File: config.mk
export PLATFORM = sky130hd
export DESIGN_NAME = clk_period_meter
export DESIGN_NICKNAME = d
export VERILOG_FILES = /design/src/rtl/clk_meas_pkg.sv /design/src/rtl/edge_sync.sv /design/src/rtl/clk_period_meter.sv
export SDC_FILE = /design/constraint.sdc
export NUM_CORES = 1
export LEC_CHECK = 0
export ABC_AREA = 0
export CAP_MARGIN = 20
export CORE_ASPECT_RATIO = 1.4
export CORE_UTILIZATION = 50
export DETAILED_ROUTE_END_ITERATION = 10
export PLACE_DENSITY = 0.74
export SYNTH_ARGS = -nofsm -noshare
export SYNTH_HDL_FRONTEND = slang
export SYNTH_SLANG_ARGS = --single-unit
File: constraint.sdc
create_clock -name clk -period 2.85 [get_ports clk]
set_input_delay 0.285 -clock clk [delete_from_list [all_inputs] [get_ports clk]]
set_output_delay 0.285 -clock clk [all_outputs]
set_load 0.01 [all_outputs]
File: src/rtl/clk_meas_pkg.sv
// ---------------------------------------------------------------------------
// clk_meas_pkg
// Shared definitions for the slow-clock period meter:
//   - meas_state_e : measurement FSM states (2-bit encoding)
//   - SYNC_STAGES  : depth of the metastability synchroniser on slow_in
// ---------------------------------------------------------------------------
package clk_meas_pkg;

  localparam int SYNC_STAGES = 2;

  typedef enum logic [1:0] {
    IDLE    = 2'd0,  // waiting for the first rising edge
    MEASURE = 2'd1,  // previous rising edge known, counting
    STALLED = 2'd2   // no rising edge for TIMEOUT cycles
  } meas_state_e;

endpackage

File: src/rtl/edge_sync.sv
// ---------------------------------------------------------------------------
// edge_sync
// Brings an asynchronous level into the clk domain through a SYNC_STAGES-deep
// flop chain, then keeps one history flop so edges can be detected as
// single-cycle pulses.
// Ports:
//   clk     in  system clock
//   rst_n   in  synchronous active-low reset (clears every flop)
//   async_i in  asynchronous input level
//   rise_o  out one-cycle pulse on a synchronised 0->1 transition
//   fall_o  out one-cycle pulse on a synchronised 1->0 transition
// ---------------------------------------------------------------------------
module edge_sync
  import clk_meas_pkg::*;
(
  input  logic clk,
  input  logic rst_n,
  input  logic async_i,
  output logic rise_o,
  output logic fall_o
);

  // sync_q[0] is the first (possibly metastable) stage; the last entry is
  // the clean synchronised level.
  logic [SYNC_STAGES-1:0] sync_q;
  logic                   hist_q;
  logic                   level;

  always_ff @(posedge clk) begin
    if (!rst_n) begin
      sync_q <= '0;
      hist_q <= 1'b0;
    end else begin
      sync_q <= {sync_q[SYNC_STAGES-2:0], async_i};
      hist_q <= sync_q[SYNC_STAGES-1];
    end
  end

  assign level  = sync_q[SYNC_STAGES-1];
  assign rise_o = level & ~hist_q;
  assign fall_o = ~level & hist_q;

endmodule

File: src/rtl/clk_period_meter.sv
// ---------------------------------------------------------------------------
// clk_period_meter
// Measures a slow square wave in units of clk: period between successive
// rising edges and high time from a rising edge to the following falling
// edge. Declares a stall when no rising edge arrives for TIMEOUT cycles.
// Ports:
//   clk       in  system clock
//   rst_n     in  synchronous active-low reset
//   slow_in   in  asynchronous slow square wave
//   period    out cycles between the last two rising edges
//   high_time out cycles from rising edge to following falling edge
//   valid     out one-cycle strobe when period/high_time update
//   stalled   out level, high while the input has stopped toggling
// ---------------------------------------------------------------------------
module clk_period_meter
  import clk_meas_pkg::*;
#(
  parameter int WIDTH   = 32,
  parameter int TIMEOUT = 1000000
) (
  input  logic             clk,
  input  logic             rst_n,
  input  logic             slow_in,
  output logic [WIDTH-1:0] period,
  output logic [WIDTH-1:0] high_time,
  output logic             valid,
  output logic             stalled
);

  localparam logic [WIDTH-1:0] CNT_MAX = WIDTH'(TIMEOUT - 1);

  logic rise;
  logic fall;

  edge_sync u_edge_sync (
    .clk     (clk),
    .rst_n   (rst_n),
    .async_i (slow_in),
    .rise_o  (rise),
    .fall_o  (fall)
  );

  meas_state_e      state_q,  state_d;
  logic [WIDTH-1:0] cnt_q,    cnt_d;
  logic [WIDTH-1:0] hcap_q,   hcap_d;
  logic [WIDTH-1:0] period_q, period_d;
  logic [WIDTH-1:0] high_q,   high_d;
  logic             valid_q,  valid_d;
  logic [WIDTH-1:0] cnt_inc;

  // cnt holds (cycles since last rise - 1), so +1 gives the edge distance.
  // It saturates at TIMEOUT-1, hence cnt_inc never exceeds TIMEOUT.
  assign cnt_inc = cnt_q + WIDTH'(1);

  always_ff @(posedge clk) begin
    if (!rst_n) begin
      state_q  <= IDLE;
      cnt_q    <= '0;
      hcap_q   <= '0;
      period_q <= '0;
      high_q   <= '0;
      valid_q  <= 1'b0;
    end else begin
      state_q  <= state_d;
      cnt_q    <= cnt_d;
      hcap_q   <= hcap_d;
      period_q <= period_d;
      high_q   <= high_d;
      valid_q  <= valid_d;
    end
  end

  always_comb begin
    state_d  = state_q;
    cnt_d    = cnt_q;
    hcap_d   = hcap_q;
    period_d = period_q;
    high_d   = high_q;
    valid_d  = 1'b0;

    if (rise) begin
      cnt_d = '0;
    end else if (cnt_q != CNT_MAX) begin
      cnt_d = cnt_inc;
    end

    // rise is checked before saturation everywhere so an edge arriving on
    // the saturation cycle still counts as activity.
    case (state_q)
      IDLE: begin
        if (rise) begin
          state_d = MEASURE;
        end else if (cnt_q == CNT_MAX) begin
          state_d = STALLED;
        end
      end
      MEASURE: begin
        if (fall) begin
          hcap_d = cnt_inc;
        end
        if (rise) begin
          period_d = cnt_inc;
          high_d   = hcap_q;
          valid_d  = 1'b1;
        end else if (cnt_q == CNT_MAX) begin
          state_d = STALLED;
        end
      end
      STALLED: begin
        // The edge before this rise is unknown, so no measurement here.
        if (rise) begin
          state_d = MEASURE;
        end
      end
      default: begin
        state_d = IDLE;
      end
    endcase
  end

  assign period    = period_q;
  assign high_time = high_q;
  assign valid     = valid_q;
  assign stalled   = (state_q == STALLED);

endmodule

==> qor.txt <==
synthesized instance count: 558
synthesized area: 0.00514 mm²
Post-DP Area: 0.00587 mm²
share of layout cells above drive strength 1: 0.0965
CTS tree: built
final setup violation count: 0
hold crit path type: in -> reg
largest net degree at the start of global routing: 74
number of global-route vias before repair: 3657
layout overhead on the synthesized area: 25.3%
Initial Util: 0.517
number of core rows: 43
Initial DRT Pass Iterations: 4
dpl cells: 726
1st-iter DRT viols: 281
TritonCTS buffer count: 17
clk_skew: 0.0113 ns
Synth warnings: 0
WL per Instance: 14.2 µm
Detail Placement HPWL: 6890 µm
n_diodes: 0
drt drc: 0
worst-path maximum fanout: 8
status: complete, no violations
CTS sink cnt: 134
commonest cells in the netlist: dfxtp_1, nand2_1, a21oi_1, o21ai_0, nor2_1
maximum root-to-sink buffer count: 2
Period Utilization, post-route: 0.731
Power Density: 633 mW/mm²
Max Clock Freq: 0.480 GHz
Max Cap Viol: 0
Slew @ Worst Pin: 0.851 ns
Yosys reg bits: 134
all-layer global routing usage: 0.211
# port buffers: 68
pre-CTS setup slack: 0.812 ns
EDFF count, synth: 0
hold_buf cts: 0
Tot Pwr: 4.07 mW
WS Path Type: reg -> reg
Max transition margin: 0.432
final wirelength: 10800 µm
Hold Vio Cnt, Final: 0
Yosys top cell by area: dfxtp_1
Top FF cell, synth: dfxtp_1
post-synth cell types: 39
CTS root buffer: clkbuf_16
post-layout util: 0.647
Die Y: 122 µm
WP data arrival: 2.36 ns
first-pass GRT wire length: 17400 µm
Die Area: 0.0107 mm²
RD Place Congestion: 0.865
Post-CTS Setup Repair Bufs: 0
Final nets: 614
CP endpoint kind: flip-flop
fin area: 0.00644 mm²
IO Pins: 69
Via density: 5.35
Syn Area/Cell: 9.21 µm²
RSZ-0062 raised after global routing: no
post-layout min period: 2.08 ns
core area: 0.00995 mm²
Final WS setup: 0.768 ns
Worst Setup Start Kind: flip-flop
final non-filler cell total: 757
worst-skew pair later-pin latency: 0.42 ns
initial antenna violation count: 0
CTS clk-pin slew, worst paths: 0.05 ns
CTS resizes: 0
post-route ant nets: 0
CTS HTree Levels: 4
share of the synthesized area in the top cell type: 0.522
grt total ovfl: 0
hold_ws: 0.372 ns
chip width: 87.7 µm
routed vias: 4048
Setup TNS Final: 0 ns
worst vdd rail ir drop: 0.000470 V
fillers: 817
WP data required: 3.13 ns
fin. max-slew vios: 0
most common cell in the netlist: dfxtp_1
Async SR Flop Fraction: 0
Lkg Pwr: 2.36 nW
ranking of synthesized cells by area: dfxtp_1, nand2_1, a21oi_1, a21boi_0, o21ai_0
register area share after synthesis: 0.522
Synth Net Count: 562
[path summary, 6_finish.rpt]
kind / from / end / slack (ns) / cells past startpoint
worst min register to register: u_edge_sync.sync_q[0] / u_edge_sync.sync_q[1] / 0.43 / 1
worst max-delay path: cnt_q[0] / hcap_q[18] / 0.77 / 7
worst max register to register: cnt_q[0] / hcap_q[18] / 0.77 / 7
worst min-delay path: rst_n / state_q[0] / 0.37 / 3
[power breakdown]
part           internal (mW)  switching (mW)  total [mW]
clock network           1.32           0.766        2.08
logic                 0.0360          0.0531      0.0891
registers               1.89          0.0127        1.90
[flip-flops by register name (all words and copies together) (netlist names)]
register,flops
cnt_q,32
hcap_q,32
high_time,32
period,32
state_q,2
u_edge_sync.hist_q,1
u_edge_sync.sync_q,2
valid,1
[kinds of logic (layout without fill, tap and decap cells)]
group	count (synthesis)	after routing	share of synthesized area
buffers and inverters	45	109	0.0392
adder cells (fa/ha/maj)	1	1	0.00243
multiplexers	1	1	0.00195
AO/OA/AOI/OAI	150	150	0.178
flip-flops	134	134	0.522
XOR/XNOR	31	31	0.0528
AND/OR/NAND/NOR	196	196	0.204
[routing by layer]
layer / wire (µm) / track usage / up-vias
li1: - / - / 2010
met1: 4650 / 0.247 / 1944
met2: 5530 / 0.353 / 77
met3: 358 / 0.0481 / 17
met4: 245 / 0.115 / 0
met5: 0 / 0 / -
[cell type report]
| cell class | instances | area (µm²) | area share |
|---|---|---|---|
| Timing Repair Buffer | 73 | 726 | 0.113 |
| Inverter | 5 | 18.8 | 0.00291 |
| Clock inverter | 10 | 105 | 0.0163 |
| Tap cell | 135 | 169 | 0.0262 |
| Clock buffer | 21 | 460 | 0.0715 |
| Sequential cell | 134 | 2680 | 0.417 |
| Multi-Input combinational cell | 379 | 2280 | 0.354 |
[placed cells by master, fill, tap and decap left out, drive strengths merged, types with 9 or more instances in the layout]
cell type and instances:
a21boi 34, o211a 14, dfxtp 134, xnor2 22, clkdlybuf4s50 67, nand3 14
nor2 37, o21ai 48, clkbuf 21, nor4 10, nor3 9, xor2 9
nand2 93, nand4 10, a21oi 52
[worst max-delay path: stages, from the launching register on]
cell,delay (ns)
dfxtp_1,0.48
ha_1,0.46
nand4_1,0.14
nor4_1,0.19
buf_4,0.18
nand3_1,0.10
xor2_1,0.28
a21oi_1,0.11
No activity file was read; power rests on OpenSTA's default activity.
